<file path="src/rtl/seven_seg_scan_if.sv">
// Data and display signals between the value source and the
// 4-digit seven-segment scan driver.
interface seven_seg_scan_if;
    logic [15:0] value;
    logic        load;
    logic [3:0]  dp_in;
    logic [3:0]  blank;
    logic [6:0]  seg;
    logic        dp;
    logic [3:0]  an;

    modport master (
        output value, load, dp_in, blank,
        input  seg, dp, an
    );

    modport slave (
        input  value, load, dp_in, blank,
        output seg, dp, an
    );
endinterface

</file>
<file path="src/rtl/seven_seg_scan.sv">
// Multiplexed driver for a 4-digit common-anode hex display.
// Each digit slot starts with a short all-anodes-off interval to hide ghosting.
module seven_seg_scan #(
    parameter int REFRESH_DIV = 100000,
    parameter int BLANK_CYC   = 1000
) (
    input  logic            clk,
    input  logic            rst,
    seven_seg_scan_if.slave bus
);
    localparam int CNT_W = (REFRESH_DIV > 2) ? $clog2(REFRESH_DIV) : 1;
    localparam logic [CNT_W-1:0] CNT_LAST = CNT_W'(REFRESH_DIV - 1);
    localparam logic [CNT_W-1:0] BLANK_C  = CNT_W'(BLANK_CYC);

    logic [CNT_W-1:0] cnt_reg, cnt_next;
    logic [1:0]       idx_reg, idx_next;
    logic [15:0]      shadow_val_reg, shadow_val_next;
    logic [3:0]       shadow_dp_reg, shadow_dp_next;
    logic [3:0]       an_reg, an_next;
    logic [6:0]       seg_reg, seg_next;
    logic             dp_reg, dp_next;

    logic [3:0] digit_sel;
    logic [3:0] nibble;
    logic       slot_blank;

    genvar gi;
    generate
        for (gi = 0; gi < 4; gi++) begin : g_sel
            assign digit_sel[gi] = (idx_reg == 2'(gi));
        end
    endgenerate

    assign nibble     = shadow_val_reg[{idx_reg, 2'b00} +: 4];
    assign slot_blank = (cnt_reg < BLANK_C) || (|(bus.blank & digit_sel));

    always_comb begin
        cnt_next        = cnt_reg + CNT_W'(1);
        idx_next        = idx_reg;
        shadow_val_next = shadow_val_reg;
        shadow_dp_next  = shadow_dp_reg;
        if (cnt_reg == CNT_LAST) begin
            cnt_next = '0;
            idx_next = idx_reg + 2'd1;
        end
        if (bus.load) begin
            shadow_val_next = bus.value;
            shadow_dp_next  = bus.dp_in;
        end
    end

    always_comb begin
        an_next = slot_blank ? 4'b1111 : ~digit_sel;
        dp_next = ~(|(shadow_dp_reg & digit_sel));
        seg_next = 7'b1111111;
        case (nibble)
            4'h0: seg_next = 7'b1000000;
            4'h1: seg_next = 7'b1111001;
            4'h2: seg_next = 7'b0100100;
            4'h3: seg_next = 7'b0110000;
            4'h4: seg_next = 7'b0011001;
            4'h5: seg_next = 7'b0010010;
            4'h6: seg_next = 7'b0000010;
            4'h7: seg_next = 7'b1111000;
            4'h8: seg_next = 7'b0000000;
            4'h9: seg_next = 7'b0010000;
            4'hA: seg_next = 7'b0001000;
            4'hB: seg_next = 7'b0000011;
            4'hC: seg_next = 7'b1000110;
            4'hD: seg_next = 7'b0100001;
            4'hE: seg_next = 7'b0000110;
            4'hF: seg_next = 7'b0001110;
            default: seg_next = 7'b1111111;
        endcase
    end

    // Outputs are registered from pre-edge state, giving one cycle of latency.
    always_ff @(posedge clk) begin
        if (rst) begin
            cnt_reg        <= '0;
            idx_reg        <= 2'd0;
            shadow_val_reg <= 16'h0000;
            shadow_dp_reg  <= 4'b0000;
            an_reg         <= 4'b1111;
            seg_reg        <= 7'b1111111;
            dp_reg         <= 1'b1;
        end else begin
            cnt_reg        <= cnt_next;
            idx_reg        <= idx_next;
            shadow_val_reg <= shadow_val_next;
            shadow_dp_reg  <= shadow_dp_next;
            an_reg         <= an_next;
            seg_reg        <= seg_next;
            dp_reg         <= dp_next;
        end
    end

    assign bus.an  = an_reg;
    assign bus.seg = seg_reg;
    assign bus.dp  = dp_reg;
endmodule

</file>
<file path="src/flat_wrapper.sv">
// flat-port wrapper written by rule: the top's interface ports become plain ports
module seven_seg_scan_flat 
#(
    parameter int REFRESH_DIV = 100000,
    parameter int BLANK_CYC   = 1000
)
  (clk, rst, bus_value, bus_load, bus_dp_in, bus_blank, bus_seg, bus_dp, bus_an);
  seven_seg_scan_if bus_i ();
  input  logic clk;
  input  logic rst;
  input wire logic [$bits(bus_i.value)-1:0] bus_value;
  input wire logic [$bits(bus_i.load)-1:0] bus_load;
  input wire logic [$bits(bus_i.dp_in)-1:0] bus_dp_in;
  input wire logic [$bits(bus_i.blank)-1:0] bus_blank;
  output wire logic [$bits(bus_i.seg)-1:0] bus_seg;
  output wire logic [$bits(bus_i.dp)-1:0] bus_dp;
  output wire logic [$bits(bus_i.an)-1:0] bus_an;
  assign bus_i.value = bus_value;
  assign bus_i.load = bus_load;
  assign bus_i.dp_in = bus_dp_in;
  assign bus_i.blank = bus_blank;
  assign bus_seg = bus_i.seg;
  assign bus_dp = bus_i.dp;
  assign bus_an = bus_i.an;
  seven_seg_scan #(.REFRESH_DIV(REFRESH_DIV), .BLANK_CYC(BLANK_CYC)) u_core (.clk(clk), .rst(rst), .bus(bus_i));
endmodule
</file>
<file path="config.mk">
export PLATFORM = sky130hd
export DESIGN_NAME = seven_seg_scan_flat
export DESIGN_NICKNAME = d
export VERILOG_FILES = /design/src/rtl/seven_seg_scan_if.sv /design/src/rtl/seven_seg_scan.sv /design/src/flat_wrapper.sv
export SDC_FILE = /design/constraint.sdc
export NUM_CORES = 1
export LEC_CHECK = 0
export ABC_AREA = 1
export BUFFER_PORTS_ARGS = -buffer_cell sky130_fd_sc_hd__buf_2
export CAP_MARGIN = 20
export CORE_UTILIZATION = 55
export CTS_CLUSTER_DIAMETER = 120
export DETAILED_ROUTE_END_ITERATION = 7
export HOLD_SLACK_MARGIN = 0.05
export MAX_ROUTING_LAYER = met4
export PLACE_DENSITY = 0.9
export SLEW_MARGIN = 20
export SYNTH_ARGS = -nofsm -noshare
export SYNTH_HDL_FRONTEND = slang
export SYNTH_SLANG_ARGS = --single-unit
</file>
<file path="constraint.sdc">
create_clock -name clk -period 2.3 [get_ports clk]
set_input_delay 0.46 -clock clk [delete_from_list [all_inputs] [get_ports clk]]
set_output_delay 0.46 -clock clk [all_outputs]
set_load 0.02 [all_outputs]
</file>
==> results.py <==
metrics = {
    "status": {
        "status": "complete, no violations",
    },
    "critical_path": {
        "crit_type": "flip-flop to flip-flop",
        "required_ps": 2510,
        "cp-endpoint": "u_core.bus.seg[5]$_SDFF_PP1_",
        "rr_endpoint": "u_core.bus.seg[5]$_SDFF_PP1_",
        "arrival_ps": 2070,
        "r2r_slack_ps": 440,
        "r2r_start": "u_core.idx_reg[0]$_SDFFE_PP0N_",
        "cpMostUsedCell": "nand2_1",
        "startpoint": "u_core.idx_reg[0]$_SDFFE_PP0N_",
        "end_kind": "flip-flop",
        "path_cells": "inv_6 > nand2_1 > nand3_1 > nand2_1 > inv_1 > ha_1 > nand3_1 > o21ai_0 > nand2_1 > nand2_1",
        "crit_family": "flip-flops",
        "start_kind": "flip-flop",
        "cp_max_fo": 12,
        "critPathSlowestCell": "dfxtp_1",
        "worst-path-buf-inv": 2,
        "slowest_delay_ps": 640,
        "cp.depth": 10,
        "ff2ff_path_depth": 10,
    },
    "cells_and_area": {
        "final_cell_mix": "73 x nand2_1, 58 x nor2_1, 51 x dfxtp_1",
        "largest_register_ffs": 17,
        "drive_above_1_share_pct": 18.4,
        "fin_util_pct": 64.0,
        "fillers": 379,
        "area_growth_syn_to_layout_pct": 12.4,
        "final_area_sq_um": 2790,
        "layout.nets": 414,
        "n_antenna_cell": 0,
        "final_common_cell": "nand2_1",
    },
    "global_route": {
        "grt_pass1_vias": 2078,
        "grt_overflow_total": 0,
        "grt.total_usage_pct": 23.7,
        "grt_start_max_net_pins": 22,
        "antenna_found_initial": 0,
        "grt_pass1_wl_um": 9020,
    },
    "sta": {
        "fmax_mhz": 537,
        "tightestPinTransition_ps": 624,
        "finClkSkew_ps": 4.02,
        "finalHoldViolations": 0,
        "rsz0062_at_grt": "false",
        "slew_headroom_pct": 58.3,
        "drv_slew": 0,
        "period_share_pct": 81.0,
        "period_needed_ps": 1860,
        "finalSetupViolations": 0,
        "hold_slack_ps": 370,
        "fin_setup_tns_ps": 0,
    },
    "pwr": {
        "p_int_mw": 1.31,
        "clkPwrFrac_pct": 34.7,
        "comb_power_share_pct": 10.7,
        "power_density_nw_per_um2": 620,
        "p_switching_mw": 0.416,
        "irDropWorstVdd_mv": 0.311,
        "p_sw_share_pct": 24.1,
        "leakage_nw": 1.16,
        "seqPwrFrac_pct": 54.6,
        "total_power_mw": 1.73,
    },
    "routing": {
        "drc_errors": 0,
        "routedWlPerCell_um": 12.3,
        "vias_per_cell": 5.38,
        "drtIter0Drc": 268,
        "wl_um": 5280,
        "dr.pass1.iters": 4,
        "postRouteAntennaNets": 0,
        "vias": 2302,
    },
    "logic_synthesis": {
        "yosysTopAreaCell": "dfxtp_1",
        "synthesis.area_sq_um": 2480,
        "synth_top_area_share_pct": 41.2,
        "synth.avg_cell_area_sq_um": 7.31,
        "synth_fp_nets": 377,
        "synth_cell_types": 31,
        "yosysSeqAreaShare_pct": 41.2,
        "syn_inst": 339,
        "synthTopCellsByArea": "dfxtp_1 41%, nand2_1 11%, nor2_1 8.8%, nand3_1 6.7%, ha_1 5.6%",
        "yosys_warnings": 0,
        "ys_ff_latch": 51,
    },
    "die": {
        "die_y_um": 69.1,
        "die_w_um": 69.1,
        "pin_count": 39,
        "core_sq_um": 4350,
        "floorplan.die_area_sq_um": 4780,
        "start_util_pct": 56.9,
        "row_count": 24,
    },
    "worst_hold_path": {
        "hp-class": "input port to flip-flop",
        "min_path_cells": 3,
    },
    "clocking": {
        "clock_latency_ps": 300,
        "ctsResizeCount": 0,
        "postCtsHoldBufs": 0,
        "cts_num_sinks": 51,
        "h-tree-depth": 2,
        "clkTransAtPathRegs_ps": 90,
        "cts_max_path_buffers": 2,
        "cts_setup_buffers": 0,
        "cts_root_buf": "clkbuf_8",
        "cts_tree": "yes",
        "cts_made_buffers": 5,
    },
    "placed_design": {
        "placement.io_buffers": 38,
        "place_congestion": 0.927,
        "hpwlAfterDp_um": 3720,
        "dpl_cell_area_sq_um": 2680,
    },
    "job": {
        "maxCapViolations": 0,
    },
}
[Yosys cell counts]
cell type	instances
nand2_1	73
inv_2	1
or2_2	1
a21oi_2	3
o211ai_1	1
nor2_2	11
clkinv_1	1
clkbuf_2	1
dfxtp_1	51
nor2_1	58
buf_12	1
buf_6	1
nor3_2	1
o21ai_0	26
nand4_1	10
clkbuf_1	6
xnor2_1	1
nand2_4	1
nand3b_1	1
nand3_1	33
nand2_2	2
inv_1	23
a21oi_1	8
ha_1	11
nor3_1	1
a211oi_1	1
nand3_2	2
a22o_1	2
inv_6	1
xor2_1	5
nor3_4	1
[cell families after synthesis]
kind of cell	after synthesis	share of synthesized area, %
compound gates	41	9.24
xor+xnor	6	2.12
fa+ha+maj	11	5.55
buf+inv	35	6.51
flops	51	41.2
simple gates	195	35.4
[tightest hold or removal path, delay by kind of cell]
kind | cells | cell delay, ps
AND/OR/NAND/NOR | 2 | 110
buffers and inverters | 1 | 70
[metrics by stage]
| stage | worst slack [ps] | cells |
|---|---|---|
| 2_1_floorplan | 816 | 339 |
| 3_3_place_gp | 615 | 421 |
| 3_5_place_dp | 474 | 421 |
| 4_1_cts | 456 | 428 |
| 5_1_grt | 254 | 428 |
| 6_report | 438 | 428 |
[worst min path at each step]
stage | slack, ps | start | to
6_report | 370 | bus_dp_in[0] | u_core.shadow_dp_reg[0]$_SDFFE_PP0P_
5_1_grt | 370 | bus_value[9] | u_core.shadow_val_reg[9]$_SDFFE_PP0P_
4_1_cts | 370 | bus_dp_in[0] | u_core.shadow_dp_reg[0]$_SDFFE_PP0P_
3_5_place_dp | 440 | u_core.cnt_reg[0]$_SDFF_PP0_ | u_core.cnt_reg[0]$_SDFF_PP0_
3_3_place_gp | 440 | u_core.cnt_reg[0]$_SDFF_PP0_ | u_core.cnt_reg[0]$_SDFF_PP0_
2_1_floorplan | 430 | u_core.cnt_reg[0]$_SDFF_PP0_ | u_core.cnt_reg[0]$_SDFF_PP0_
[power by group through the flow]
stage | clock (mW) | combinational [mW] | sequential [mW]
after floorplan | 0 | 0.111 | 0.975
after global placement | 0 | 0.177 | 0.964
after detailed placement | 0 | 0.182 | 0.964
after CTS | 0.602 | 0.183 | 0.944
after global routing | 0.638 | 0.208 | 0.949
final | 0.600 | 0.184 | 0.944
[layout make-up]
class                           instances  area [sq um]  share of cell area, %
Multi-Input combinational cell        253          1300                   46.5
Sequential cell                        51          1020                   36.7
Timing Repair Buffer                   39           198                   7.10
Inverter                               26           103                   3.68
Clock buffer                            6          72.6                   2.61
Tap cell                               52          65.1                   2.34
Clock inverter                          1          30.0                   1.08
[layer usage]
metal,share of wire [%],GRT usage (%)
met1,46,31.0
met2,46,35.3
met3,6.2,5.99
met4,1.3,8.84
met5,0,-
Power figures use the tool's default switching activity.
